$ cat src/rtl/axil_blockmem_1p_ctrl.sv
// AXI4-Lite slave in front of a single-port, byte-write-enabled block memory.
// One transaction is in flight at a time. Reads and writes alternate when both are pending.
module axil_blockmem_1p_ctrl #(
  parameter int G_DATAWIDTH     = 32,
  parameter int G_MEMDEPTH      = 1024,
  parameter int G_ADDRWIDTH     = $clog2(G_MEMDEPTH),
  parameter int G_AXI_ADDRWIDTH = 32,
  parameter int G_STRBWIDTH     = G_DATAWIDTH / 8
) (
  input  logic                       clk,
  input  logic                       rst,
  input  logic                       s_axil_awvalid,
  output logic                       s_axil_awready,
  input  logic [G_AXI_ADDRWIDTH-1:0] s_axil_awaddr,
  input  logic                       s_axil_wvalid,
  output logic                       s_axil_wready,
  input  logic [G_DATAWIDTH-1:0]     s_axil_wdata,
  input  logic [G_STRBWIDTH-1:0]     s_axil_wstrb,
  output logic                       s_axil_bvalid,
  input  logic                       s_axil_bready,
  output logic [1:0]                 s_axil_bresp,
  input  logic                       s_axil_arvalid,
  output logic                       s_axil_arready,
  input  logic [G_AXI_ADDRWIDTH-1:0] s_axil_araddr,
  output logic                       s_axil_rvalid,
  input  logic                       s_axil_rready,
  output logic [G_DATAWIDTH-1:0]     s_axil_rdata,
  output logic [1:0]                 s_axil_rresp,
  output logic                       mem_ena,
  output logic [G_STRBWIDTH-1:0]     mem_wea,
  output logic [G_ADDRWIDTH-1:0]     mem_addra,
  output logic [G_DATAWIDTH-1:0]     mem_dina,
  input  logic [G_DATAWIDTH-1:0]     mem_douta
);

  localparam int S = $clog2(G_STRBWIDTH);
  localparam logic [G_AXI_ADDRWIDTH:0] BYTE_LIMIT =
    (G_AXI_ADDRWIDTH + 1)'(G_MEMDEPTH * G_STRBWIDTH);
  localparam logic [1:0] RESP_OKAY   = 2'd0;
  localparam logic [1:0] RESP_SLVERR = 2'd2;

  typedef enum logic [2:0] {IDLE, WR_RESP, RD_WAIT, RD_CAP, RD_RESP} state_t;

  state_t state, state_next;
  logic   last_rd;
  logic   rd_err;
  logic   wr_elig, rd_elig, wr_acc, rd_acc;
  logic   grant_wr, grant_rd;
  logic   awready_d, arready_d;
  logic   aw_ok, ar_ok;

  function automatic logic addr_in_range(input logic [G_AXI_ADDRWIDTH-1:0] addr);
    return ({1'b0, addr} < BYTE_LIMIT);
  endfunction

  function automatic logic [G_ADDRWIDTH-1:0] word_addr(input logic [G_AXI_ADDRWIDTH-1:0] addr);
    return addr[G_ADDRWIDTH+S-1:S];
  endfunction

  assign wr_elig = s_axil_awvalid && s_axil_wvalid;
  assign rd_elig = s_axil_arvalid;
  assign wr_acc  = (state == IDLE) && s_axil_awready && wr_elig;
  assign rd_acc  = (state == IDLE) && s_axil_arready && rd_elig && !wr_acc;
  assign aw_ok   = addr_in_range(s_axil_awaddr);
  assign ar_ok   = addr_in_range(s_axil_araddr);

  always_ff @(posedge clk) begin
    if (rst) state <= IDLE;
    else     state <= state_next;
  end

  always_comb begin
    state_next = state;
    case (state)
      IDLE: begin
        if (wr_acc)      state_next = WR_RESP;
        else if (rd_acc) state_next = RD_WAIT;
      end
      WR_RESP: if (s_axil_bready) state_next = IDLE;
      RD_WAIT: state_next = RD_CAP;
      RD_CAP:  state_next = RD_RESP;
      RD_RESP: if (s_axil_rready) state_next = IDLE;
      default: state_next = IDLE;
    endcase
  end

  // Readies are registered: granted one cycle ahead whenever the FSM will be idle next cycle.
  always_comb begin
    grant_wr  = wr_elig && (!rd_elig || last_rd);
    grant_rd  = rd_elig && !grant_wr;
    awready_d = (state_next == IDLE) && grant_wr;
    arready_d = (state_next == IDLE) && grant_rd;
  end

  always_ff @(posedge clk) begin
    if (rst) begin
      s_axil_awready <= 1'b0;
      s_axil_wready  <= 1'b0;
      s_axil_arready <= 1'b0;
      s_axil_bvalid  <= 1'b0;
      s_axil_bresp   <= RESP_OKAY;
      s_axil_rvalid  <= 1'b0;
      s_axil_rresp   <= RESP_OKAY;
      s_axil_rdata   <= '0;
      mem_ena        <= 1'b0;
      mem_wea        <= '0;
      mem_addra      <= '0;
      mem_dina       <= '0;
      last_rd        <= 1'b1;
      rd_err         <= 1'b0;
    end else begin
      s_axil_awready <= awready_d;
      s_axil_wready  <= awready_d;
      s_axil_arready <= arready_d;
      mem_ena        <= 1'b0;
      mem_wea        <= '0;
      if (s_axil_bvalid && s_axil_bready) s_axil_bvalid <= 1'b0;
      if (s_axil_rvalid && s_axil_rready) s_axil_rvalid <= 1'b0;
      if (wr_acc) begin
        last_rd       <= 1'b0;
        mem_ena       <= aw_ok;
        mem_wea       <= aw_ok ? s_axil_wstrb : '0;
        mem_addra     <= word_addr(s_axil_awaddr);
        mem_dina      <= s_axil_wdata;
        s_axil_bvalid <= 1'b1;
        s_axil_bresp  <= aw_ok ? RESP_OKAY : RESP_SLVERR;
      end else if (rd_acc) begin
        last_rd   <= 1'b1;
        mem_ena   <= ar_ok;
        mem_addra <= word_addr(s_axil_araddr);
        rd_err    <= !ar_ok;
      end
      // Memory output is valid in RD_CAP; it is held in rdata for the whole response.
      if (state == RD_CAP) begin
        s_axil_rvalid <= 1'b1;
        s_axil_rdata  <= rd_err ? '0 : mem_douta;
        s_axil_rresp  <= rd_err ? RESP_SLVERR : RESP_OKAY;
      end
    end
  end

endmodule
$ cat config.mk
export PLATFORM = sky130hd
export DESIGN_NAME = axil_blockmem_1p_ctrl
export DESIGN_NICKNAME = d
export VERILOG_FILES = /design/src/rtl/axil_blockmem_1p_ctrl.sv
export SDC_FILE = /design/constraint.sdc
export NUM_CORES = 1
export LEC_CHECK = 0
export BUFFER_PORTS_ARGS = -buffer_cell sky130_fd_sc_hd__buf_2
export CORE_MARGIN = 8
export CORE_UTILIZATION = 35
export DETAILED_ROUTE_END_ITERATION = 8
export GPL_ROUTABILITY_DRIVEN = 1
export PLACE_DENSITY = 0.68
export SYNTH_ARGS = -nofsm -noshare
export SYNTH_HDL_FRONTEND = slang
export SYNTH_SLANG_ARGS = --single-unit
$ cat constraint.sdc
create_clock -name clk -period 1.75 [get_ports clk]
set_input_delay 0.0875 -clock clk [delete_from_list [all_inputs] [get_ports clk]]
set_output_delay 0.0875 -clock clk [all_outputs]
set_load 0.01 [all_outputs]
==> impl_metrics.py <==
metrics = {
    "power_and_ir_drop": {
        "peakVddDrop_mv": 0.404,
        "power_density_nw_per_um2": 735,
        "power.leakage_nw": 2.49,
    },
    "floorplanning": {
        "die_width_um": 116,
        "rows": 36,
        "core_area_sq_um": 9730,
        "ios": 227,
        "die-area_sq_um": 13400,
        "dieHeight_um": 116,
        "start_util_pct": 35.9,
    },
    "setup_path": {
        "crit_type": "reg -> reg",
        "critical_path.startpoint": "state[2]",
        "cp.required_ns": 1.99,
        "critPathMaxFanout": 12,
        "arrival_ns": 1.89,
        "start_kind": "flip-flop",
        "end_kind": "flip-flop",
        "r2r_start": "state[2]",
    },
    "global_routing": {
        "grt_max_degree": 41,
        "grt_usage_pct": 18.4,
        "antenna_found_initial": 0,
        "grt_overflow": 0,
        "grt_pass1_wl_um": 19800,
        "grt_pass1_vias": 4282,
    },
    "timing": {
        "fmax_mhz": 605,
        "skew_ns": 0.00875,
        "rsz0062_at_grt": "false",
        "slew_viol_final": 0,
        "period_minus_slack_ns": 1.65,
        "finalSetupTns_ns": 0,
        "setup_viol": 0,
        "hold_viol_final": 0,
        "fin_crit_sh_pct": 94.5,
    },
    "routing": {
        "drt_wl_total_um": 12800,
        "dr.pass1.iters": 4,
        "vias_per_cell": 4.73,
        "dr.first_iter.drc_count": 225,
        "drc": 0,
        "routedWlPerCell_um": 15.3,
        "route.vias.total": 3946,
        "ant_nets": 0,
    },
    "synth": {
        "synthArstFlopShare_pct": 0,
        "ys_seq_elements": 90,
        "synth_edf_count": 0,
        "yosysSeqAreaShare_pct": 51.6,
        "synth_commonest_cells": "nand2_1, dfxtp_1, a21oi_1, nand3b_1",
        "synth-main-ff-cell": "dfxtp_1",
        "synth_cell_types": 30,
        "syn_inst": 420,
        "synth_top_area_share_pct": 51.6,
        "synth.avg_cell_area_sq_um": 8.31,
        "netlist_area_sq_um": 3490,
        "yosysTopAreaCell": "dfxtp_1",
        "yosys_warnings": 0,
        "yosys-top-cells-area": "dfxtp_1, nand2_1, a21oi_1",
        "yosysMostFrequentCell": "nand2_1",
    },
    "clock_tree": {
        "cts_inserted_buffers": 9,
        "tritoncts": "yes",
        "clkSlewWorstSetupHoldPaths_ns": 0.09,
        "clkSinkCount": 90,
        "cts_setup_buffers": 0,
        "cts-resized-gates": 0,
        "cts-root-buf": "clkbuf_8",
        "cts_htree_levels": 3,
        "max-clock-path-buffers": 2,
        "clock_latency_ns": 0.35,
    },
    "status": {
        "status": "finished, final reports clean",
    },
    "place": {
        "place_hpwl_um": 8760,
        "gp_congestion": 0.787,
        "place_area_sq_um": 4710,
        "dp_cells": 752,
        "io_buffers": 220,
    },
    "flow_run": {
        "drv_cap": 0,
    },
    "cells_and_area": {
        "nets": 837,
        "area_delta_synth_final_pct": 60.5,
        "drive_gt1_share_pct": 35.5,
        "final_cells": 834,
        "fillers": 892,
        "n_antenna_cell": 0,
        "final_area_sq_um": 5600,
    },
    "hold_path": {
        "holdCritStartpoint": "mem_douta[16]",
        "min_path_type": "in -> reg",
    },
}
-- metrics by stage --
step           utilization, %  total power [mW]  hold WS [ns]  setup WS [ns]
2_1_floorplan               -              2.30         0.209          0.403
3_3_place_gp             48.5              2.51         0.290          0.185
3_5_place_dp             48.5              2.52         0.297          0.113
4_1_cts                  57.6              4.17       0.00260         0.0836
5_1_grt                  57.6              4.29        0.0142        0.00230
6_report                 57.6              4.12        0.0170         0.0962
-- report_power, final --
group / internal [mW] / leakage, nW / switching, mW
Combinational: 0.286 / 1.66 / 0.209
Clock: 0.827 / 0.105 / 0.694
Sequential: 2.08 / 0.726 / 0.0208
-- cell usage in the layout (no fill, tap or decap) --
master / n
dfxtp_1: 90
and2_1: 6
o21a_1: 1
o211ai_1: 1
nor3_1: 5
nand3_1: 3
nand2_1: 123
a21oi_1: 73
conb_1: 2
clkbuf_8: 10
o21ai_0: 2
bufinv_16: 2
inv_1: 2
nor4_4: 1
nand4_1: 1
and3b_1: 1
a311oi_1: 10
o21bai_1: 1
dlygate4sd3_1: 68
clkinv_2: 1
nor4_1: 11
nand3b_1: 34
nor4_2: 1
o21ba_2: 1
buf_2: 220
buf_4: 9
nor2_4: 1
and3_1: 2
and2b_1: 1
buf_12: 3
nand2b_1: 1
a2111oi_0: 1
or4_1: 1
clkbuf_1: 1
nor2_1: 11
-- cell families (layout without fill, tap and decap cells) --
logic type / count (synthesis) / after routing / share of synthesized area [%]
compound gates: 90 / 90 / 14.4
buf+inv: 36 / 316 / 5.20
flops: 90 / 90 / 51.6
simple gates: 203 / 203 / 28.6
other cells: 1 / 2 / 0.107
-- critical path, stage by stage (launching register included) --
cell and delay [ns]:
dfxtp_1 0.41, and3b_1 0.29, and2_1 0.43, nand2_1 0.10, a311oi_1 0.32
-- final timing paths --
check	to	slack, ns	cells after the start
min	s_axil_rdata[16]	0.02	3
max	mem_addra[7]	0.1	4
min reg2reg	mem_dina[24]	0.45	2
max reg2reg	mem_addra[7]	0.1	4
-- cell type report --
cell class                 instances  area (sq um)  share of cell area (%)
multi-input combinational        295          1510                    27.0
clock inverter                     3          65.1                    1.16
inverter                           2          7.51                   0.134
clock buffer                      11           141                    2.52
timing repair buffer             300          1910                    34.1
sequential                        90          1800                    32.2
tap                              133           166                    2.97
-- state kept, by name (all words and copies together) (netlist names), 3 cells and up --
name and count:
state 3, s_axil_rdata 32, mem_addra 10, mem_wea 4, mem_dina 32
-- layer usage --
metal	GRT usage, %	vias to the layer above	wire length [um]
li1	-	1973	-
met5	0	-	0
met1	19.7	1780	5060
met3	6.10	31	1240
met4	9.25	0	386
met2	31.7	162	6100
-- repair_timing --
item                       4_1_cts  5_1_grt
hold buffers                    68        0
hold endpoints to repair        68        0
setup endpoints to repair        0        0
No activity file was read; power rests on OpenSTA's default activity.
